**src/rtl/mptw_fetch_queue_pkg.sv**
```systemverilog
// Shared MPT walker types: transaction layout, fault causes, MMPT mode encodings
// and the SPA zero-field masks used by the format check.
package mpt_pkg;

  typedef enum logic [1:0] {
    NO_ERROR       = 2'd0,
    NOT_VALID_ADDR = 2'd1,
    NOT_VALID_MPTE = 2'd2
  } page_format_fault_e;

  typedef enum logic {
    DO   = 1'b0,
    SKIP = 1'b1
  } walking_e;

  typedef struct packed {
    logic               valid;
    logic [3:0]         mmpt_mode;
    logic [63:0]        spa;
    walking_e           walking;
    page_format_fault_e format_error;
    logic               access_error;
    logic [7:0]         id;
  } mptw_transaction_t;

  typedef logic [2:0] mpt_mode_en_t;

  localparam logic [3:0] MODE_BARE    = 4'h0;
  localparam logic [3:0] MODE_SMMPT43 = 4'h1;
  localparam logic [3:0] MODE_SMMPT52 = 4'h2;
  localparam logic [3:0] MODE_SMMPT64 = 4'h3;

  localparam int MPT_FETCH_DEPTH_MAX = 16;

  // Bits above the physical address width that must be zero in each mode.
  localparam logic [63:0] SPA43_ZERO_MASK = 64'hFFFF_F800_0000_0000;
  localparam logic [63:0] SPA52_ZERO_MASK = 64'hFFF0_0000_0000_0000;

  function automatic logic is_fault(input page_format_fault_e f);
    return f != NO_ERROR;
  endfunction

endpackage

```
**src/rtl/mptw_fetch_queue_if.sv**
```systemverilog
// Valid/ready stage link carrying a packed walker transaction.
interface mptw_fetch_queue_if
  import mpt_pkg::*;
#(
  parameter int DATA_WIDTH = $bits(mptw_transaction_t)
);
  logic                  valid;
  logic                  ready;
  logic [DATA_WIDTH-1:0] data;

  modport master (output valid, output data, input ready);
  modport slave  (input valid, input data, output ready);
endinterface

```
**src/rtl/mptw_fetch_queue_format_check.sv**
```systemverilog
// Combinational SPA format check of an incoming walker transaction against the
// MMPT mode and the set of enabled modes.
module mpt_format_check
  import mpt_pkg::*;
#(
  parameter mpt_mode_en_t MODE_EN = 3'b111
) (
  input  logic [3:0]         mmpt_i,
  input  logic [63:0]        spa_i,
  input  logic               valid_i,
  output page_format_fault_e fault_o
);

  // Classify the address; invalid beats are never faulted.
  always_comb begin
    fault_o = NO_ERROR;
    if (valid_i) begin
      case (mmpt_i)
        MODE_BARE:    fault_o = NOT_VALID_ADDR;
        MODE_SMMPT43: fault_o = (((spa_i & SPA43_ZERO_MASK) != 64'd0) || !MODE_EN[0])
                                ? NOT_VALID_ADDR : NO_ERROR;
        MODE_SMMPT52: fault_o = (((spa_i & SPA52_ZERO_MASK) != 64'd0) || !MODE_EN[1])
                                ? NOT_VALID_ADDR : NO_ERROR;
        MODE_SMMPT64: fault_o = MODE_EN[2] ? NO_ERROR : NOT_VALID_ADDR;
        default:      fault_o = NOT_VALID_ADDR;
      endcase
    end else begin
      fault_o = NO_ERROR;
    end
  end

endmodule

```
**src/rtl/mptw_fetch_queue.sv**
```systemverilog
// MPT walker fetch stage: format-checks and annotates incoming transactions,
// buffers them in a DEPTH-entry FIFO, and reports faults as a pulse plus a counter.
module mptw_fetch_queue
  import mpt_pkg::*;
#(
  parameter int           DATA_WIDTH = $bits(mptw_transaction_t),
  parameter int           DEPTH      = 2,
  parameter mpt_mode_en_t MODE_EN    = 3'b111,
  parameter int           CNT_WIDTH  = 16
) (
  input  logic                      clk_i,
  input  logic                      rst_i,
  mptw_fetch_queue_if.slave         stage_slave,
  mptw_fetch_queue_if.master        stage_master,
  input  logic                      flush_i,
  input  logic                      cnt_clear_i,
  output logic                      exception_valid_o,
  output page_format_fault_e        exception_cause_o,
  output logic [$clog2(DEPTH):0]    occupancy_o,
  output logic [CNT_WIDTH-1:0]      fault_count_o
);

  localparam int PTR_W = $clog2(DEPTH);
  localparam int OCC_W = PTR_W + 1;

  if (DATA_WIDTH != $bits(mptw_transaction_t)) begin : g_bad_width
    $error("mptw_fetch_queue: DATA_WIDTH must equal $bits(mptw_transaction_t)");
  end
  if (DEPTH < 2 || DEPTH > MPT_FETCH_DEPTH_MAX || (DEPTH & (DEPTH - 1)) != 0) begin : g_bad_depth
    $error("mptw_fetch_queue: DEPTH must be a power of two in 2..16");
  end

  mptw_transaction_t  r_mem [DEPTH];
  logic [PTR_W-1:0]   r_wr_ptr;
  logic [PTR_W-1:0]   r_rd_ptr;
  logic [OCC_W-1:0]   r_occ;
  logic               r_exc_valid;
  page_format_fault_e r_exc_cause;
  logic [CNT_WIDTH-1:0] r_cnt;

  mptw_transaction_t  w_in;
  mptw_transaction_t  w_ann;
  page_format_fault_e w_fault;
  logic               w_ready;
  logic               w_push;
  logic               w_pop;
  logic               w_fault_push;

  assign w_in         = mptw_transaction_t'(stage_slave.data);
  assign w_ready      = r_occ < OCC_W'(DEPTH);
  assign w_push       = stage_slave.valid & w_ready & !flush_i;
  assign w_pop        = (r_occ != OCC_W'(0)) & stage_master.ready;
  assign w_fault_push = w_push & is_fault(w_fault);

  mpt_format_check #(.MODE_EN(MODE_EN)) u_format_check (
    .mmpt_i  (w_in.mmpt_mode),
    .spa_i   (w_in.spa),
    .valid_i (w_in.valid),
    .fault_o (w_fault)
  );

  // Overwrite the walker-owned fields; an invalid beat carries no error state.
  always_comb begin
    w_ann              = w_in;
    w_ann.walking      = is_fault(w_fault) ? SKIP : DO;
    w_ann.format_error = w_in.valid ? w_fault : NO_ERROR;
    if (w_in.valid) begin
      w_ann.access_error = w_in.access_error;
    end else begin
      w_ann.access_error = 1'b0;
    end
  end

  // Storage array; contents are qualified by occupancy so it needs no reset.
  always_ff @(posedge clk_i) begin
    if (w_push) r_mem[r_wr_ptr] <= w_ann;
  end

  // Pointers and occupancy; flush empties the queue but lets a same-cycle pop complete.
  always_ff @(posedge clk_i) begin
    if (rst_i || flush_i) begin
      r_wr_ptr <= '0;
      r_rd_ptr <= '0;
      r_occ    <= '0;
    end else begin
      if (w_push) r_wr_ptr <= r_wr_ptr + PTR_W'(1);
      if (w_pop)  r_rd_ptr <= r_rd_ptr + PTR_W'(1);
      case ({w_push, w_pop})
        2'b10:   r_occ <= r_occ + OCC_W'(1);
        2'b01:   r_occ <= r_occ - OCC_W'(1);
        default: r_occ <= r_occ;
      endcase
    end
  end

  // Exception pulse and held cause, plus the saturating fault counter.
  always_ff @(posedge clk_i) begin
    if (rst_i) begin
      r_exc_valid <= 1'b0;
      r_exc_cause <= NO_ERROR;
      r_cnt       <= '0;
    end else begin
      r_exc_valid <= w_fault_push;
      if (w_fault_push) r_exc_cause <= w_fault;
      if (cnt_clear_i) begin
        r_cnt <= '0;
      end else if (w_fault_push && r_cnt != {CNT_WIDTH{1'b1}}) begin
        r_cnt <= r_cnt + CNT_WIDTH'(1);
      end
    end
  end

  assign stage_slave.ready  = w_ready;
  assign stage_master.valid = r_occ != OCC_W'(0);
  assign stage_master.data  = DATA_WIDTH'(r_mem[r_rd_ptr]);
  assign exception_valid_o  = r_exc_valid;
  assign exception_cause_o  = r_exc_cause;
  assign occupancy_o        = r_occ;
  assign fault_count_o      = r_cnt;

endmodule

```
**src/flat_wrapper.sv**
```systemverilog
// flat-port wrapper written by rule: the top's interface ports become plain ports
module mptw_fetch_queue_flat import mpt_pkg::*;
#(
  parameter int           DATA_WIDTH = $bits(mptw_transaction_t),
  parameter int           DEPTH      = 2,
  parameter mpt_mode_en_t MODE_EN    = 3'b111,
  parameter int           CNT_WIDTH  = 16
)
  (clk_i, rst_i, flush_i, cnt_clear_i, exception_valid_o, exception_cause_o, occupancy_o, fault_count_o, stage_slave_valid, stage_slave_data, stage_slave_ready, stage_master_valid, stage_master_data, stage_master_ready);
  mptw_fetch_queue_if #(.DATA_WIDTH(DATA_WIDTH)) stage_slave_i ();
  mptw_fetch_queue_if #(.DATA_WIDTH(DATA_WIDTH)) stage_master_i ();
  input  logic clk_i;
  input  logic rst_i;
  input  logic flush_i;
  input  logic cnt_clear_i;
  output logic exception_valid_o;
  output page_format_fault_e exception_cause_o;
  output logic [$clog2(DEPTH):0] occupancy_o;
  output logic [CNT_WIDTH-1:0] fault_count_o;
  input wire logic [$bits(stage_slave_i.valid)-1:0] stage_slave_valid;
  input wire logic [$bits(stage_slave_i.data)-1:0] stage_slave_data;
  output wire logic [$bits(stage_slave_i.ready)-1:0] stage_slave_ready;
  output wire logic [$bits(stage_master_i.valid)-1:0] stage_master_valid;
  output wire logic [$bits(stage_master_i.data)-1:0] stage_master_data;
  input wire logic [$bits(stage_master_i.ready)-1:0] stage_master_ready;
  assign stage_slave_i.valid = stage_slave_valid;
  assign stage_slave_i.data = stage_slave_data;
  assign stage_slave_ready = stage_slave_i.ready;
  assign stage_master_valid = stage_master_i.valid;
  assign stage_master_data = stage_master_i.data;
  assign stage_master_i.ready = stage_master_ready;
  mptw_fetch_queue #(.DATA_WIDTH(DATA_WIDTH), .DEPTH(DEPTH), .MODE_EN(MODE_EN), .CNT_WIDTH(CNT_WIDTH)) u_core (.clk_i(clk_i), .rst_i(rst_i), .stage_slave(stage_slave_i), .stage_master(stage_master_i), .flush_i(flush_i), .cnt_clear_i(cnt_clear_i), .exception_valid_o(exception_valid_o), .exception_cause_o(exception_cause_o), .occupancy_o(occupancy_o), .fault_count_o(fault_count_o));
endmodule
```
**config.mk**
```make
export PLATFORM = sky130hd
export DESIGN_NAME = mptw_fetch_queue_flat
export DESIGN_NICKNAME = d
export VERILOG_FILES = /design/src/rtl/mptw_fetch_queue_pkg.sv /design/src/rtl/mptw_fetch_queue_if.sv /design/src/rtl/mptw_fetch_queue_format_check.sv /design/src/rtl/mptw_fetch_queue.sv /design/src/flat_wrapper.sv
export SDC_FILE = /design/constraint.sdc
export NUM_CORES = 1
export LEC_CHECK = 0
export CAP_MARGIN = 5
export CORE_MARGIN = 5
export CORE_UTILIZATION = 54
export CTS_BUF_LIST = sky130_fd_sc_hd__clkbuf_4
export CTS_CLUSTER_SIZE = 8
export DETAILED_ROUTE_END_ITERATION = 8
export PLACE_DENSITY = 0.95
export SYNTH_ARGS = -nofsm -noshare
export SYNTH_HDL_FRONTEND = slang
export SYNTH_HIERARCHICAL = 1
export SYNTH_SLANG_ARGS = --single-unit
```
**constraint.sdc**
```tcl
create_clock -name clk_i -period 9.2 [get_ports clk_i]
set_clock_uncertainty 0.15 [all_clocks]
set_input_delay 2.3 -clock clk_i [delete_from_list [all_inputs] [get_ports clk_i]]
set_output_delay 2.3 -clock clk_i [all_outputs]
set_load 0.03 [all_outputs]
```
### Word-level counts from Yosys, hierarchy flattened

Memories as Yosys holds them, arrays and structs flattened. A register that Yosys moved wholly into a read port is not among the register bits.
Cells that the tools add are included.

| word-level totals | value |
|---|---|
| bits in latches | 0 |
| memory bits (read-only) | 0 |
| RAM bits | 162 |
| output and inout port bits | 104 |
| bits in registers | 23 |
| memories | 1 |
| logic and storage cells | 44 |

| operators by class | value |
|---|---|
| eq/ne operators | 6 |
| bitwise logic cells | 4 |
| divide/modulo/power cells | 0 |
| add/sub/neg operators | 5 |
| order comparisons | 1 |
| muxes and demuxes | 12 |
| shift operators | 0 |
| multiply operators | 0 |
| reduce and logical (&&, ||, !) cells | 9 |

Memory list:

| memory | depth | bits a word | read ports | clocked after memory_dff | wr ports | RTL line | RTL |
|---|---|---|---|---|---|---|---|
| u_core.r_mem | 2 | 81 | 1 | 1 | 1 | mptw_fetch_queue.sv:33 | `mptw_transaction_t r_mem [DEPTH];` |

Operators with widths:

| kind | count |
|---|---|
| $reduce_bool 64->1 | 2 |
| $add 16x1->16 const B | 1 |
| $ne 16x16->1 const B | 1 |
| $eq 4x2->1 const B | 2 |
| $mux 1 | 8 |
| $pmux 2 s3 | 1 |
| $reduce_bool 2->1 | 3 |
| $and 1x1->1 | 4 |
| $eq 4x1->1 const B | 1 |
| $mux 2 | 2 |
| $pmux 2 s2 | 1 |
| $add 1x1->1 const B | 2 |
| $add 2x1->2 const B | 1 |
| $eq 2x1->1 const B | 1 |
| $eq 2x2->1 const B | 1 |
| $lt 2x2->1 const B | 1 |
| $reduce_or 2->1 | 1 |
| $sub 2x1->2 const B | 1 |
| $logic_and 1x1->1 | 1 |
| $logic_not 1->1 | 1 |
| $logic_or 1x1->1 | 1 |

### Depth between registers and ports, before layout

| depth | value |
|---|---|
| word-level depth | 7 |
| depth in mapped cells | 10 |
| depth with buffers taken out | 8 |

### Cells and area by module

The synthesis kept the hierarchy.

By module, submodules not included:

| module | sequential area each (µm²) | times used | cells each | area an instance (µm²) |
|---|---|---|---|---|
| mptw_fetch_queue | 5345.1 | 1 | 398 | 7026.7 |
| mpt_format_check | 0.0 | 1 | 13 | 81.3 |

### Worst setup path after synthesis

OpenSTA, ideal clock, no wires.

| path | value |
|---|---|
| kind | input-to-reg |
| from | in stage_slave_valid |
| to | mem u_core/r_mem[0][0] (netlist bit), enable pin |
| data required time | 8.529 ns |
| cell stages on the path | 3 |
| data arrival time | 6.080 ns |
| setup time | 0.521 ns |
| path slack | 2.449 ns |
| path through | nor3b_4 -> inv_4 -> nor2_1 |

| on the way | value |
|---|---|
| longest elaborated chain between the ends | 4 |

Ends and longest elaborated chain:

| element | RTL line | RTL |
|---|---|---|
| start, declared | flat_wrapper.sv:20 | `input wire logic [$bits(stage_slave_i.valid)-1:0] stage_slave_valid;` |
| $and 1x1->1 (2 in a row) | mptw_fetch_queue.sv:51 | `assign w_push = stage_slave.valid & w_ready & !flush_i;` |
| $mux 1 | mptw_fetch_queue.sv:76 | `if (w_push) r_mem[r_wr_ptr] <= w_ann;` |
| $mux 1 (implied by the code) | mptw_fetch_queue.sv:76 |  |
| end, declared | mptw_fetch_queue.sv:33 |  |

Every way passes these cells.

==> impl_metrics.xml <==
<?xml version="1.0" encoding="UTF-8"?>
<metrics>
  <group name="synth">
    <metric name="postSynth.asyncResetShare" unit="">0</metric>
    <metric name="synth_compound_area_frac" unit="">0.0289</metric>
    <metric name="synth-main-ff-cell" unit="">sky130_fd_sc_hd__edfxtp_1</metric>
    <metric name="ys_seq_elements" unit="">186</metric>
    <metric name="muxShareOfSynthArea" unit="">0.131</metric>
    <metric name="synth_top_family_by_area" unit="">multiplexers</metric>
    <metric name="synth_xor_area_frac" unit="">0.00616</metric>
    <metric name="ys_seq_area_frac" unit="">0.752</metric>
    <metric name="post_synth_fa_ha_maj_area_fraction" unit="">0.00352</metric>
    <metric name="postSynthCellCount" unit="">411</metric>
    <metric name="yosys_warnings" unit="">6</metric>
    <metric name="post_synth.cell_area_avg" unit="um2">17.3</metric>
    <metric name="synth-edff-count" unit="">162</metric>
    <metric name="synth_nets" unit="">500</metric>
    <metric name="yosys.area_share.simple" unit="">0.0657</metric>
    <metric name="syn-cell-area" unit="um2">7110</metric>
    <metric name="synth.lib_cells_used.distinct" unit="">40</metric>
  </group>
  <group name="final_layout">
    <metric name="layout.cell_area.non_filler" unit="um2">9500</metric>
    <metric name="fin_nets" unit="">692</metric>
    <metric name="final_layout_size_suffix_gt1_frac" unit="">0.198</metric>
    <metric name="area.growth.synth_to_final" unit="%">33.6</metric>
    <metric name="antenna_cells_inserted" unit="">0</metric>
  </group>
  <group name="setup_path">
    <metric name="path_class" unit="">register to output pin</metric>
    <metric name="start_kind" unit="">register</metric>
    <metric name="worst_path_max_delay_cell" unit="">sky130_fd_sc_hd__dfxtp_4</metric>
    <metric name="timing.critical_path.buf_inv" unit="">1</metric>
    <metric name="crit_chain" unit="">mux2_2, clkdlybuf4s50_1</metric>
    <metric name="critical_path_cell_count" unit="">2</metric>
    <metric name="arrival_time_at_the_worst_endpoint" unit="ns">2.72</metric>
    <metric name="timing.critical_path.to" unit="">stage_master_data[66]</metric>
    <metric name="worst_r2r_path_cells" unit="">5</metric>
    <metric name="timing.critical_path.slowest_cell_delay" unit="ns">1.05</metric>
    <metric name="worst-r2r-setup-slack" unit="ns">6.60</metric>
    <metric name="reg2reg_to" unit="">u_core/fault_count_o[1]</metric>
    <metric name="worst-endpoint-required" unit="ns">6.75</metric>
    <metric name="end_kind" unit="">output pin</metric>
    <metric name="critical_path_peak_fanout" unit="">81</metric>
    <metric name="cpLargestDelayFamily" unit="">flip-flops</metric>
    <metric name="worstReg2RegStart" unit="">u_core/fault_count_o[0]</metric>
  </group>
  <group name="job">
    <metric name="drv.max_cap_violation_count" unit="">0</metric>
  </group>
  <group name="sta">
    <metric name="max_slew_headroom" unit="">0.205</metric>
    <metric name="drv_slew" unit="">0</metric>
    <metric name="rsz0062_at_grt" unit="">no</metric>
    <metric name="final.setup.tns" unit="ns">0</metric>
    <metric name="hold-worst-slack" unit="ns">0.327</metric>
    <metric name="post-route-period-util" unit="">0.562</metric>
    <metric name="max_slew.worst_pin.slew" unit="ns">1.19</metric>
    <metric name="fmax" unit="MHz">193</metric>
    <metric name="report.final.setup_viol" unit="">0</metric>
    <metric name="final.min_clock_period" unit="ns">5.17</metric>
    <metric name="finalHoldViolations" unit="">0</metric>
  </group>
  <group name="floorplanning">
    <metric name="number_of_top_level_pins" unit="">191</metric>
    <metric name="dieHeight" unit="um">125</metric>
    <metric name="dieArea" unit="um2">15600</metric>
    <metric name="start_util" unit="">0.543</metric>
    <metric name="fp.coreArea" unit="um2">13100</metric>
    <metric name="chipWidth" unit="um">125</metric>
    <metric name="row_count" unit="">42</metric>
  </group>
  <group name="placement">
    <metric name="placement.io_buffers" unit="">187</metric>
    <metric name="placed_cell_area" unit="um2">9160</metric>
    <metric name="place_hpwl" unit="mm">10.4</metric>
    <metric name="place_congestion" unit="">0.792</metric>
  </group>
  <group name="route">
    <metric name="post_drt_via_cell_ratio" unit="">5.44</metric>
    <metric name="routed_wirelength" unit="mm">15.3</metric>
    <metric name="drtIter0Drc" unit="">305</metric>
    <metric name="vias" unit="">4307</metric>
    <metric name="avgRoutedWirePerCell" unit="um">19.3</metric>
    <metric name="number_of_drc_violations_after_detailed_routing" unit="">0</metric>
    <metric name="postRouteAntennaNets" unit="">0</metric>
    <metric name="number_of_iterations_in_the_first_detailed_routing_pass" unit="">5</metric>
  </group>
  <group name="clock_tree">
    <metric name="cts_made_buffers" unit="">17</metric>
    <metric name="tritoncts" unit="">yes</metric>
    <metric name="cts_repair_resize_count" unit="">0</metric>
    <metric name="cts_hold_buf" unit="">0</metric>
    <metric name="cts_htree_levels" unit="">4</metric>
    <metric name="cts.sink_count" unit="">186</metric>
    <metric name="clock_path_buffers" unit="">2</metric>
    <metric name="post-cts-setup-buffer-count" unit="">0</metric>
    <metric name="clkTransAtPathRegs" unit="ns">0.14</metric>
    <metric name="worstSkewPairLatency" unit="ns">0.54</metric>
    <metric name="clock_tree.root_cell" unit="">sky130_fd_sc_hd__clkbuf_4</metric>
  </group>
  <group name="global_route">
    <metric name="grt_start_max_net_pins" unit="">82</metric>
    <metric name="gr-usage-all-layers" unit="">0.192</metric>
    <metric name="first_global_vias" unit="">4478</metric>
    <metric name="wire_length_of_the_first_global_routing_pass" unit="mm">23.3</metric>
    <metric name="gr-total-overflow" unit="">0</metric>
    <metric name="grt_antenna_before_repair" unit="">0</metric>
  </group>
  <group name="min_path">
    <metric name="worstHoldPathType" unit="">register to register</metric>
  </group>
  <group name="power_and_ir_drop">
    <metric name="power.static_leakage" unit="nW">3.05</metric>
    <metric name="peakVddDrop" unit="V">0.000102</metric>
    <metric name="power.density" unit="nW/um2">169</metric>
  </group>
  <group name="outcome">
    <metric name="result_of_the_run" unit="">finished clean</metric>
  </group>
</metrics>
## worst register-to-register path, stage by stage, from the launching register on
cell and delay [ns]:
sky130_fd_sc_hd__dfxtp_1 0.49, sky130_fd_sc_hd__ha_1 0.31, sky130_fd_sc_hd__nand4_1 0.14, sky130_fd_sc_hd__nor4_1 1.01
sky130_fd_sc_hd__o21ai_0 0.22, sky130_fd_sc_hd__a21oi_1 0.21
## state kept, by name, summed over array words and instances, names as in the netlist, named ones only
signal,cells
u_core/r_mem,162
u_core/fault_count_o,16
u_core/exception_cause_o,2
u_core/occupancy_o,2
u_core/exception_valid_o,1
u_core/r_rd_ptr,1
u_core/r_wr_ptr,1
## power by group
group / switching (mW) / internal, mW / leakage (nW)
Combinational: 0.0812 / 0.0797 / 1.19
Sequential: 0.00780 / 0.940 / 1.68
Clock: 0.276 / 0.222 / 0.178
Total: 0.365 / 1.24 / 3.05
## worst min path at each step
| stage | startpoint | end | slack, ns | cells past startpoint |
|---|---|---|---|---|
| 2_1_floorplan | u_core/r_rd_ptr | register | 0.37 | 2 |
| 3_3_place_gp | u_core/exception_cause_o[1] | u_core/exception_cause_o[1] | 0.30 | 2 |
| 3_5_place_dp | u_core/exception_cause_o[1] | u_core/exception_cause_o[1] | 0.30 | 2 |
| 4_1_cts | u_core/exception_cause_o[1] | u_core/exception_cause_o[1] | 0.32 | 2 |
| 5_1_grt | u_core/exception_cause_o[1] | u_core/exception_cause_o[1] | 0.35 | 2 |
| 6_report | u_core/exception_cause_o[1] | u_core/exception_cause_o[1] | 0.33 | 2 |
## cell usage in the layout, fill, tap and decap left out, types with 2 or more instances in the layout
cell	netlist	final
sky130_fd_sc_hd__edfxtp_1	162	162
sky130_fd_sc_hd__clkdlybuf4s50_1	0	187
sky130_fd_sc_hd__mux2_2	81	81
sky130_fd_sc_hd__ha_1	2	2
sky130_fd_sc_hd__nor4_1	8	8
sky130_fd_sc_hd__or2_2	3	3
sky130_fd_sc_hd__or4_1	5	5
sky130_fd_sc_hd__xnor2_1	4	4
sky130_fd_sc_hd__nand2_1	11	11
sky130_fd_sc_hd__nor3_1	8	8
sky130_fd_sc_hd__nand4_1	7	7
sky130_fd_sc_hd__nand3_1	8	8
sky130_fd_sc_hd__clkinv_4	0	3
sky130_fd_sc_hd__mux2i_1	2	2
sky130_fd_sc_hd__a21oi_1	16	16
sky130_fd_sc_hd__and2_1	5	5
sky130_fd_sc_hd__inv_6	0	3
sky130_fd_sc_hd__clkbuf_4	0	17
sky130_fd_sc_hd__o31ai_1	7	7
sky130_fd_sc_hd__bufinv_16	0	4
sky130_fd_sc_hd__inv_1	5	5
sky130_fd_sc_hd__inv_8	0	2
sky130_fd_sc_hd__a21o_1	2	2
sky130_fd_sc_hd__nor2_1	7	6
sky130_fd_sc_hd__dfxtp_1	24	23
sky130_fd_sc_hd__or3_1	8	8
sky130_fd_sc_hd__o21ai_0	4	4
sky130_fd_sc_hd__and4_1	3	3
## per-layer routing
| metal | track usage | wire length (um) |
|---|---|---|
| met5 | 0 | 0 |
| met2 | 0.337 | 7860 |
| met3 | 0.0686 | 1200 |
| met1 | 0.224 | 6060 |
| met4 | 0.0496 | 149 |
## logic make-up (layout without fill, tap and decap cells)
logic type               Yosys count  count (layout)
flip-flops                       186             186
multiplexers                      83              83
AND/OR/NAND/NOR                   79              79
AO/OA/AOI/OAI                     34              34
buffers and inverters             21             226
XOR/XNOR                           5               5
adder cells (fa/ha/maj)            2               2
other                              1               1
## final cells by class
cell class | count | area (um2)
Clock buffer | 17 | 128
Inverter | 6 | 25.0
Multi-Input combinational cell | 204 | 1690
Timing Repair Buffer | 188 | 1880
Clock inverter | 15 | 211
Fill cell | 798 | 3590
Tap cell | 176 | 220
Sequential cell | 186 | 5350
## cells in the mapped netlist (2+ instances only)
master                     count  area, um2
sky130_fd_sc_hd__inv_1         5       18.8
sky130_fd_sc_hd__nor2_1        7       26.3
sky130_fd_sc_hd__o31ai_1       7       52.6
sky130_fd_sc_hd__nand4_1       7       43.8
sky130_fd_sc_hd__nor3_1        8       40.0
sky130_fd_sc_hd__or2_2         3       18.8
sky130_fd_sc_hd__or4_1         5       37.5
sky130_fd_sc_hd__nand2_1      11       41.3
sky130_fd_sc_hd__a21o_1        2       15.0
sky130_fd_sc_hd__o21ai_0       4       20.0
sky130_fd_sc_hd__nor4_1        8       50.1
sky130_fd_sc_hd__edfxtp_1    162       4860
sky130_fd_sc_hd__or3_1         8       50.1
sky130_fd_sc_hd__dfxtp_1      24        480
sky130_fd_sc_hd__clkbuf_1     12       45.0
sky130_fd_sc_hd__a21oi_1      16       80.1
sky130_fd_sc_hd__nand3_1       8       40.0
sky130_fd_sc_hd__mux2_2       81        912
sky130_fd_sc_hd__ha_1          2       25.0
sky130_fd_sc_hd__and4_1        3       26.3
sky130_fd_sc_hd__xnor2_1       4       35.0
sky130_fd_sc_hd__and2_1        5       31.3
sky130_fd_sc_hd__mux2i_1       2       20.0
## through the flow
| stage | utilization | setup slack, ns | instances | total power [mW] |
|---|---|---|---|---|
| after floorplan | - | 2.45 | 411 | 1.04 |
| after global placement | 0.700 | 4.10 | 760 | 1.12 |
| after detailed placement | 0.700 | 4.01 | 760 | 1.13 |
| after CTS | 0.726 | 3.93 | 792 | 1.62 |
| after global routing | 0.726 | 3.84 | 792 | 1.67 |
| final | 0.726 | 4.03 | 792 | 1.61 |
No activity file was read; power rests on OpenSTA's default activity.
